**config.mk**
```make
export PLATFORM = sky130hd
export DESIGN_NAME = product_q15_out_stage_flat
export DESIGN_NICKNAME = d
export VERILOG_FILES = /design/src/rtl/product_q15_out_stage_if.sv /design/src/rtl/product_q15_out_stage.sv /design/src/flat_wrapper.sv
export SDC_FILE = /design/constraint.sdc
export NUM_CORES = 1
export LEC_CHECK = 0
export ABC_AREA = 0
export BUFFER_PORTS_ARGS = -buffer_cell sky130_fd_sc_hd__buf_2
export CAP_MARGIN = 30
export CORE_MARGIN = 2
export CORE_UTILIZATION = 35
export CTS_CLUSTER_SIZE = 12
export DETAILED_ROUTE_END_ITERATION = 8
export HOLD_SLACK_MARGIN = 0.06
export PLACE_DENSITY_LB_ADDON = 0.08
export SLEW_MARGIN = 5
export SYNTH_ARGS = -nofsm -noshare
export SYNTH_HDL_FRONTEND = slang
export SYNTH_SLANG_ARGS = --single-unit
```
**constraint.sdc**
```tcl
create_clock -name sys_clk -period 1.5 [get_ports sys_clk]
set_input_delay 0.15 -clock sys_clk [delete_from_list [all_inputs] [get_ports sys_clk]]
set_output_delay 0.15 -clock sys_clk [all_outputs]
set_load 0.01 [all_outputs]
```
**src/rtl/product_q15_out_stage_if.sv**
```systemverilog
`default_nettype none
// ============================================================================
//  Module      : product_q15_out_stage_if
//  Description : Handshake bundle for the Q15 product output stage.
//                Upstream side : prod_in / prod_valid / prod_ready
//                Downstream    : q_out / q_valid / q_ready / q_sat
//                slave  modport : the output stage itself
//                master modport : whatever drives products and consumes Q15
//  Revision    : 1.0  initial release
// ============================================================================
interface product_q15_out_stage_if #(
    parameter int PROD_W = 32,
    parameter int OUT_W  = 16
);
    logic [PROD_W-1:0] prod_in;
    logic              prod_valid;
    logic              prod_ready;
    logic [OUT_W-1:0]  q_out;
    logic              q_valid;
    logic              q_ready;
    logic              q_sat;

    modport master (
        output prod_in, prod_valid, q_ready,
        input  prod_ready, q_out, q_valid, q_sat
    );

    modport slave (
        input  prod_in, prod_valid, q_ready,
        output prod_ready, q_out, q_valid, q_sat
    );
endinterface
`default_nettype wire

```
**src/rtl/product_q15_out_stage.sv**
```systemverilog
`default_nettype none
// ============================================================================
//  Module      : product_q15_out_stage
//  Description : Output stage behind the final carry-propagate adder of the
//                16x16 signed multiplier. Converts the Q30 product to Q15
//                with optional round-half-up and saturation to OUT_W bits,
//                then presents it through a 2-entry skid buffer. Counts
//                accepted samples that saturated (sticky at all-ones).
//  Ports       : sys_clk    - clock, rising edge
//                sys_rst_n  - asynchronous active-low reset
//                bus        - handshake bundle (slave modport):
//                             prod_in/prod_valid/prod_ready  (input side)
//                             q_out/q_valid/q_ready/q_sat    (output side)
//                clr_cnt    - synchronous clear of sat_cnt
//                sat_cnt    - saturation event counter
//  Options     : `define Q15_ROUND_EN for round-half-up; undefined gives
//                truncation (arithmetic shift toward minus infinity).
//  Revision    : 1.0  initial release
// ============================================================================
module product_q15_out_stage #(
    parameter int PROD_W = 32,
    parameter int OUT_W  = 16,
    parameter int FRAC   = 15,
    parameter int CNT_W  = 8
) (
    input  logic                        sys_clk,
    input  logic                        sys_rst_n,
    product_q15_out_stage_if.slave      bus,
    input  logic                        clr_cnt,
    output logic [CNT_W-1:0]            sat_cnt
);

    // One guard bit so the rounding addend can never overflow the product.
    localparam int EXT_W = PROD_W + 1;

`ifdef Q15_ROUND_EN
    localparam logic signed [EXT_W-1:0] c_round_add = EXT_W'(1) << (FRAC - 1);
`else
    localparam logic signed [EXT_W-1:0] c_round_add = '0;
`endif
    localparam logic signed [EXT_W-1:0] c_max = EXT_W'((2 ** (OUT_W - 1)) - 1);
    // Bitwise complement of +max is exactly -2^(OUT_W-1).
    localparam logic signed [EXT_W-1:0] c_min = ~c_max;

    // ------------------------------------------------------------------
    // Conversion: combinational on prod_in
    // ------------------------------------------------------------------
    logic signed [EXT_W-1:0] w_ext;
    logic signed [EXT_W-1:0] w_rnd;
    logic signed [EXT_W-1:0] w_shr;
    logic                    w_sat_hi;
    logic                    w_sat_lo;
    logic                    w_sat;
    logic [OUT_W-1:0]        w_res;

    assign w_ext    = {bus.prod_in[PROD_W-1], bus.prod_in};
    assign w_rnd    = w_ext + c_round_add;
    assign w_shr    = w_rnd >>> FRAC;
    assign w_sat_hi = (w_shr > c_max);
    assign w_sat_lo = (w_shr < c_min);
    assign w_sat    = w_sat_hi | w_sat_lo;
    assign w_res    = w_sat_hi ? {1'b0, {(OUT_W-1){1'b1}}} :
                      w_sat_lo ? {1'b1, {(OUT_W-1){1'b0}}} :
                                 w_shr[OUT_W-1:0];

    // ------------------------------------------------------------------
    // Skid buffer state
    // ------------------------------------------------------------------
    logic               main_valid_q, main_valid_d;
    logic [OUT_W-1:0]   main_data_q,  main_data_d;
    logic               main_sat_q,   main_sat_d;
    logic               skid_valid_q, skid_valid_d;
    logic [OUT_W-1:0]   skid_data_q,  skid_data_d;
    logic               skid_sat_q,   skid_sat_d;
    logic               prod_ready_q, prod_ready_d;
    logic [CNT_W-1:0]   sat_cnt_q,    sat_cnt_d;

    logic               w_in_xfer;
    logic               w_out_xfer;

    assign w_in_xfer  = bus.prod_valid & prod_ready_q;
    assign w_out_xfer = main_valid_q & bus.q_ready;

    always_comb begin
        main_valid_d = main_valid_q;
        main_data_d  = main_data_q;
        main_sat_d   = main_sat_q;
        skid_valid_d = skid_valid_q;
        skid_data_d  = skid_data_q;
        skid_sat_d   = skid_sat_q;

        // Drain first: main either refills from skid or empties.
        if (w_out_xfer) begin
            if (skid_valid_q) begin
                main_data_d  = skid_data_q;
                main_sat_d   = skid_sat_q;
                skid_valid_d = 1'b0;
            end else begin
                main_valid_d = 1'b0;
            end
        end

        // An input transfer implies the skid is empty (prod_ready_q), so
        // the drain above never competes with a skid write.
        if (w_in_xfer) begin
            if (!main_valid_q || w_out_xfer) begin
                main_valid_d = 1'b1;
                main_data_d  = w_res;
                main_sat_d   = w_sat;
            end else begin
                skid_valid_d = 1'b1;
                skid_data_d  = w_res;
                skid_sat_d   = w_sat;
            end
        end

        // Registered ready: never a combinational path from q_ready.
        prod_ready_d = ~skid_valid_d;
    end

    // ------------------------------------------------------------------
    // Saturation counter: clear beats increment, holds at all-ones
    // ------------------------------------------------------------------
    always_comb begin
        sat_cnt_d = sat_cnt_q;
        if (clr_cnt) begin
            sat_cnt_d = '0;
        end else if (w_in_xfer && w_sat && !(&sat_cnt_q)) begin
            sat_cnt_d = sat_cnt_q + CNT_W'(1);
        end
    end

    always_ff @(posedge sys_clk or negedge sys_rst_n) begin
        if (!sys_rst_n) begin
            main_valid_q <= 1'b0;
            main_data_q  <= '0;
            main_sat_q   <= 1'b0;
            skid_valid_q <= 1'b0;
            skid_data_q  <= '0;
            skid_sat_q   <= 1'b0;
            prod_ready_q <= 1'b1;
            sat_cnt_q    <= '0;
        end else begin
            main_valid_q <= main_valid_d;
            main_data_q  <= main_data_d;
            main_sat_q   <= main_sat_d;
            skid_valid_q <= skid_valid_d;
            skid_data_q  <= skid_data_d;
            skid_sat_q   <= skid_sat_d;
            prod_ready_q <= prod_ready_d;
            sat_cnt_q    <= sat_cnt_d;
        end
    end

    assign bus.q_valid    = main_valid_q;
    assign bus.q_out      = main_data_q;
    assign bus.q_sat      = main_sat_q;
    assign bus.prod_ready = prod_ready_q;
    assign sat_cnt        = sat_cnt_q;

endmodule
`default_nettype wire

```
**src/flat_wrapper.sv**
```systemverilog
// flat-port wrapper written by rule: the top's interface ports become plain ports
module product_q15_out_stage_flat 
#(
    parameter int PROD_W = 32,
    parameter int OUT_W  = 16,
    parameter int FRAC   = 15,
    parameter int CNT_W  = 8
)
  (sys_clk, sys_rst_n, clr_cnt, sat_cnt, bus_prod_in, bus_prod_valid, bus_q_ready, bus_prod_ready, bus_q_out, bus_q_valid, bus_q_sat);
  product_q15_out_stage_if #(.PROD_W(PROD_W), .OUT_W(OUT_W)) bus_i ();
  input  logic sys_clk;
  input  logic sys_rst_n;
  input  logic clr_cnt;
  output logic [CNT_W-1:0] sat_cnt;
  input wire logic [$bits(bus_i.prod_in)-1:0] bus_prod_in;
  input wire logic [$bits(bus_i.prod_valid)-1:0] bus_prod_valid;
  input wire logic [$bits(bus_i.q_ready)-1:0] bus_q_ready;
  output wire logic [$bits(bus_i.prod_ready)-1:0] bus_prod_ready;
  output wire logic [$bits(bus_i.q_out)-1:0] bus_q_out;
  output wire logic [$bits(bus_i.q_valid)-1:0] bus_q_valid;
  output wire logic [$bits(bus_i.q_sat)-1:0] bus_q_sat;
  assign bus_i.prod_in = bus_prod_in;
  assign bus_i.prod_valid = bus_prod_valid;
  assign bus_i.q_ready = bus_q_ready;
  assign bus_prod_ready = bus_i.prod_ready;
  assign bus_q_out = bus_i.q_out;
  assign bus_q_valid = bus_i.q_valid;
  assign bus_q_sat = bus_i.q_sat;
  product_q15_out_stage #(.PROD_W(PROD_W), .OUT_W(OUT_W), .FRAC(FRAC), .CNT_W(CNT_W)) u_core (.sys_clk(sys_clk), .sys_rst_n(sys_rst_n), .bus(bus_i), .clr_cnt(clr_cnt), .sat_cnt(sat_cnt));
endmodule
```
# Word level (Yosys, flattened, before mapping)

Index checks and enable logic that the tools add are counted.

$add $sub $neg: 1
Order comparisons: 2
Multiplexer cells: 19
Bitwise gates (word level): 5
Reductions and logical operators: 8

Operators with widths:

| kind                 | number |
|---|---|
| $mux 16              | 6 |
| $gt 17x16->1 const B | 1 |
| $lt 17x16->1 const B | 1 |
| $mux 8               | 2 |
| $mux 1               | 11 |
| $add 8x1->8 const B  | 1 |
| $reduce_and 8->1     | 1 |
| $and 1x1->1          | 2 |
| $logic_and 1x1->1    | 2 |
| $logic_not 1->1      | 2 |
| $not 1->1            | 2 |
| $reduce_and 2->1     | 1 |
| $reduce_bool 2->1    | 1 |
| $logic_or 1x1->1     | 1 |
| $or 1x1->1           | 1 |

Flip-flop bits (word level): 45
Bits of input ports: 37
Word-level logic and storage cells: 43

# Longest topological paths before layout

Depth in word-level cells: 6
Gate-level depth with buffers: 6
Gate-level depth less buffers: 5

# Worst setup path before layout

Ideal clock, no wire load.

Path kind: flip-flop to flip-flop
From: register u_core.prod_ready_q, in the netlist u_core.bus.prod_ready
To: register u_core.main_data_q[13], in the netlist u_core.bus.q_out[13]
Library setup time: 0.136 ns
Arrival time: 1.448 ns
Slack: -0.084 ns
Cell stages (with the launch flop): 6
Path buffers: 2
Cells stage by stage: dfstp_2 > and2_1 > nor2b_1 > clkbuf_1 > clkbuf_1 > o21ai_0

Longest elaborated chain between the ends: 2

Ends and longest elaborated chain:

| item                       | line                         | RTL |
|---|---|---|
| start: declaration         | product_q15_out_stage.sv:75  | `logic prod_ready_q, prod_ready_d;` |
| start signal: assignment   | product_q15_out_stage.sv:150 | `prod_ready_q <= prod_ready_d;` |
| $and 1x1->1                | product_q15_out_stage.sv:81  | `assign w_in_xfer = bus.prod_valid & prod_ready_q;` |
| $mux 16                    | product_q15_out_stage.sv:105 | `if (w_in_xfer) begin` |
| net u_core.main_data_d[13] | product_q15_out_stage.sv:70  | `logic [OUT_W-1:0] main_data_q, main_data_d;` |
| end signal: assignment     | product_q15_out_stage.sv:145 | `main_data_q <= main_data_d;` |
| end: declaration           | product_q15_out_stage.sv:70  |  |

The timed path passes the listed nets, and every way through them passes these cells.
A chain may end at the register's enable or synchronous reset.

# Worst setup path in the final report

From: register u_core.sat_cnt_q[1], in the netlist u_core.sat_cnt[1]
To: register u_core.sat_cnt_q[3], in the netlist u_core.sat_cnt[3]

Longest elaborated chain between the ends: 4
Elaborated cells on any way between the ends: 7

Ends and longest elaborated chain:

| item                                                | line                         | RTL |
|---|---|---|
| start: declaration                                  | product_q15_out_stage.sv:76  | `logic [CNT_W-1:0] sat_cnt_q, sat_cnt_d;` |
| start signal: assignment                            | product_q15_out_stage.sv:151 | `sat_cnt_q <= sat_cnt_d;` |
| branches (longest 4 deep; another with $add 8x1->8) | -                            |  |

Parallel ways; which one is timed is not known. The select of a mux whose other input is x is not followed.

==> out/results.ini <==
[floorplan]
core_area_um2=5570
dieHeight_um=80.4
io_pins=64
die_w_um=80.4
start_util=0.366
rows=27
dieArea_um2=6460

[finish]
area_growth_pct=31.0
mostFrequentLayoutCells=buf_2, dfrtp_1, a21oi_1
layout-drive-gt1-share=0.388
nets=305
final_common_cell=buf_2
diodes=0
design_area_um2=2680
stdcell_count=340

[critical_path]
required_ns=1.72
slowest_delay_ns=0.43
critical_path_class=reg2reg
worst-path-buf-inv=1
worstPathCellList=ha_4, nand4_1, o211ai_4, buf_6, or3_1, a21oi_1
critPathCaptureType=flip-flop
path_max_fanout=7
cp-start-kind=flip-flop
cp_top_family=flip-flops
cpMaxStageDelayCell=dfrtp_2
ff2ff_path_depth=6
worst-path-stages=6
arrival_ns=1.72

[placed_design]
placed_cell_area_um2=2500
placed_cells_incl_taps=330
place_hpwl_um=3260
port_buffers=48
post-place-ws_ns=-0.0750
gp_congestion=0.737

[drt]
drtIter0Drc=108
vias=1647
viasPerCell=4.84
ant_nets=0
drc=0
wl_um=4580
drtPass1Iterations=3
routedWlPerCell_um=13.5

[synth]
yosysWarnings=0
syn_inst=202
synth_cell_types=29
ys_seq_elements=45
syn_area_per_cell_um2=10.1
netlist_area_um2=2040
syn_nets=240
ys_seq_area_frac=0.552

[sta]
relSlewSlack=0.579
worst_slack_ns=0.00545
setup_viol=0
drv_slew=0
rsz0062_at_grt=true
hold_ws_ns=0.0799
finalHoldViolCount=0
fmax_mhz=669
fin_skew_ns=0.00737
worst-slew-pin-transition_ns=0.630
final.min_clock_period_ns=1.49
period_share=0.996

[clocking]
h-tree-depth=2
cts.sinks=45
cts_tree=done
insertion_delay_ns=0.30
clk_pin_slew_ns=0.08
cts_buffer_depth=2
root_buffer=clkbuf_8
cts_buffers=5

[global_route]
grt_pass1_vias=1624
grt_pass1_wl_um=7690
gr-usage-all-layers=0.157
antenna_found_initial=0
overflow=0
grt_start_max_net_pins=25

[outcome]
outcome=complete, no violations

[pwr]
ir_worst_vdd_mv=0.717
powerDensity_nw_per_um2=1670
finalPower_mw=4.48
p_leak_nw=1.26

[worst_hold_path]
min_delay_path_depth=2
min_path_type=in2reg

[flow_run]
maxCapViolations=0

[final timing paths]
check	from	to	slack (ns)
worst max-delay path	u_core.sat_cnt[1]	u_core.sat_cnt[3]	0.005
worst min-delay path	bus_q_ready	u_core.skid_valid_q	0.08
worst max register to register	u_core.sat_cnt[1]	u_core.sat_cnt[3]	0.005
worst min register to register	u_core.skid_data_q[7]	u_core.skid_data_q[7]	0.49
max in group asynchronous	sys_rst_n	u_core.skid_data_q[2]	0.61
min in group asynchronous	sys_rst_n	u_core.skid_data_q[11]	0.32
[registers in the layout, indices dropped and copies added (netlist names)]
| register | cells |
|---|---|
| u_core.bus.q_out | 16 |
| u_core.skid_sat_q | 1 |
| u_core.sat_cnt | 8 |
| u_core.skid_data_q | 16 |
| u_core.skid_valid_q | 1 |
| u_core.bus.q_sat | 1 |
| u_core.bus.prod_ready | 1 |
| u_core.bus.q_valid | 1 |
[final cells by class]
type / count / area [µm²]
Clock buffer: 6 / 82.6
Clock inverter: 2 / 37.5
Fill cell: 566 / 2900
Inverter: 3 / 11.3
Multi-Input combinational cell: 142 / 888
Sequential cell: 45 / 1130
Tap cell: 72 / 90.1
Timing Repair Buffer: 70 / 435
[Yosys cell counts]
library cell,instances,area share
dfrtp_1,44,0.54
a21oi_1,36,0.088
nand2_1,21,0.039
o21ai_0,21,0.051
nor2_1,18,0.033
mux2_2,16,0.088
clkbuf_1,8,0.015
mux2i_1,4,0.020
or3_1,4,0.012
inv_1,3,0.0055
nand3_1,3,0.0074
nor2b_1,3,0.0092
buf_2,2,0.0049
nand4_1,2,0.0061
o31ai_1,2,0.0074
or4_1,2,0.0074
a21o_1,1,0.0037
and2_1,1,0.0031
and4_1,1,0.0043
buf_1,1,0.0018
buf_4,1,0.0037
dfstp_2,1,0.013
ha_1,1,0.0061
maj3_1,1,0.0049
nand2b_1,1,0.0031
nand3_2,1,0.0049
o211ai_2,1,0.0061
xor2_1,1,0.0043
xor2_2,1,0.0080
[kinds of logic (layout without fill, tap and decap cells)]
logic type / count (synthesis) / after routing / share of synthesized area
buf+inv: 15 / 81 / 0.0306
compound gates: 61 / 61 / 0.157
fa+ha+maj: 2 / 2 / 0.0110
simple gates: 57 / 57 / 0.129
xor+xnor: 2 / 2 / 0.0123
mux: 20 / 20 / 0.108
flops: 45 / 45 / 0.552
[metal layers]
metal	vias to the layer above	GRT usage	share of wire
li1	832	-	-
met1	780	0.192	0.44
met2	27	0.271	0.51
met3	8	0.0360	0.036
met4	0	0.0559	0.014
met5	-	0	0
[repair_timing]
item,CTS,global route
endpoints found under the hold margin,16,0
setup buffers,1,0
pin swaps,7,3
endpoints found under the setup margin,6,34
hold buffers,1,0
gates resized for setup,1,7
[report_power, final]
part,switching [mW],internal (mW)
logic,0.789,0.779
registers,0.244,1.71
clock network,0.417,0.542
[through the flow]
stage | TNS [ns] | utilization
after global placement | -2.53 | 0.448
after detailed placement | -0.222 | 0.449
after global routing | -0.902 | 0.480
after CTS | -0.143 | 0.475
after floorplan | 0 | -
final | 0 | 0.480
(Power assumes the default switching activity.)
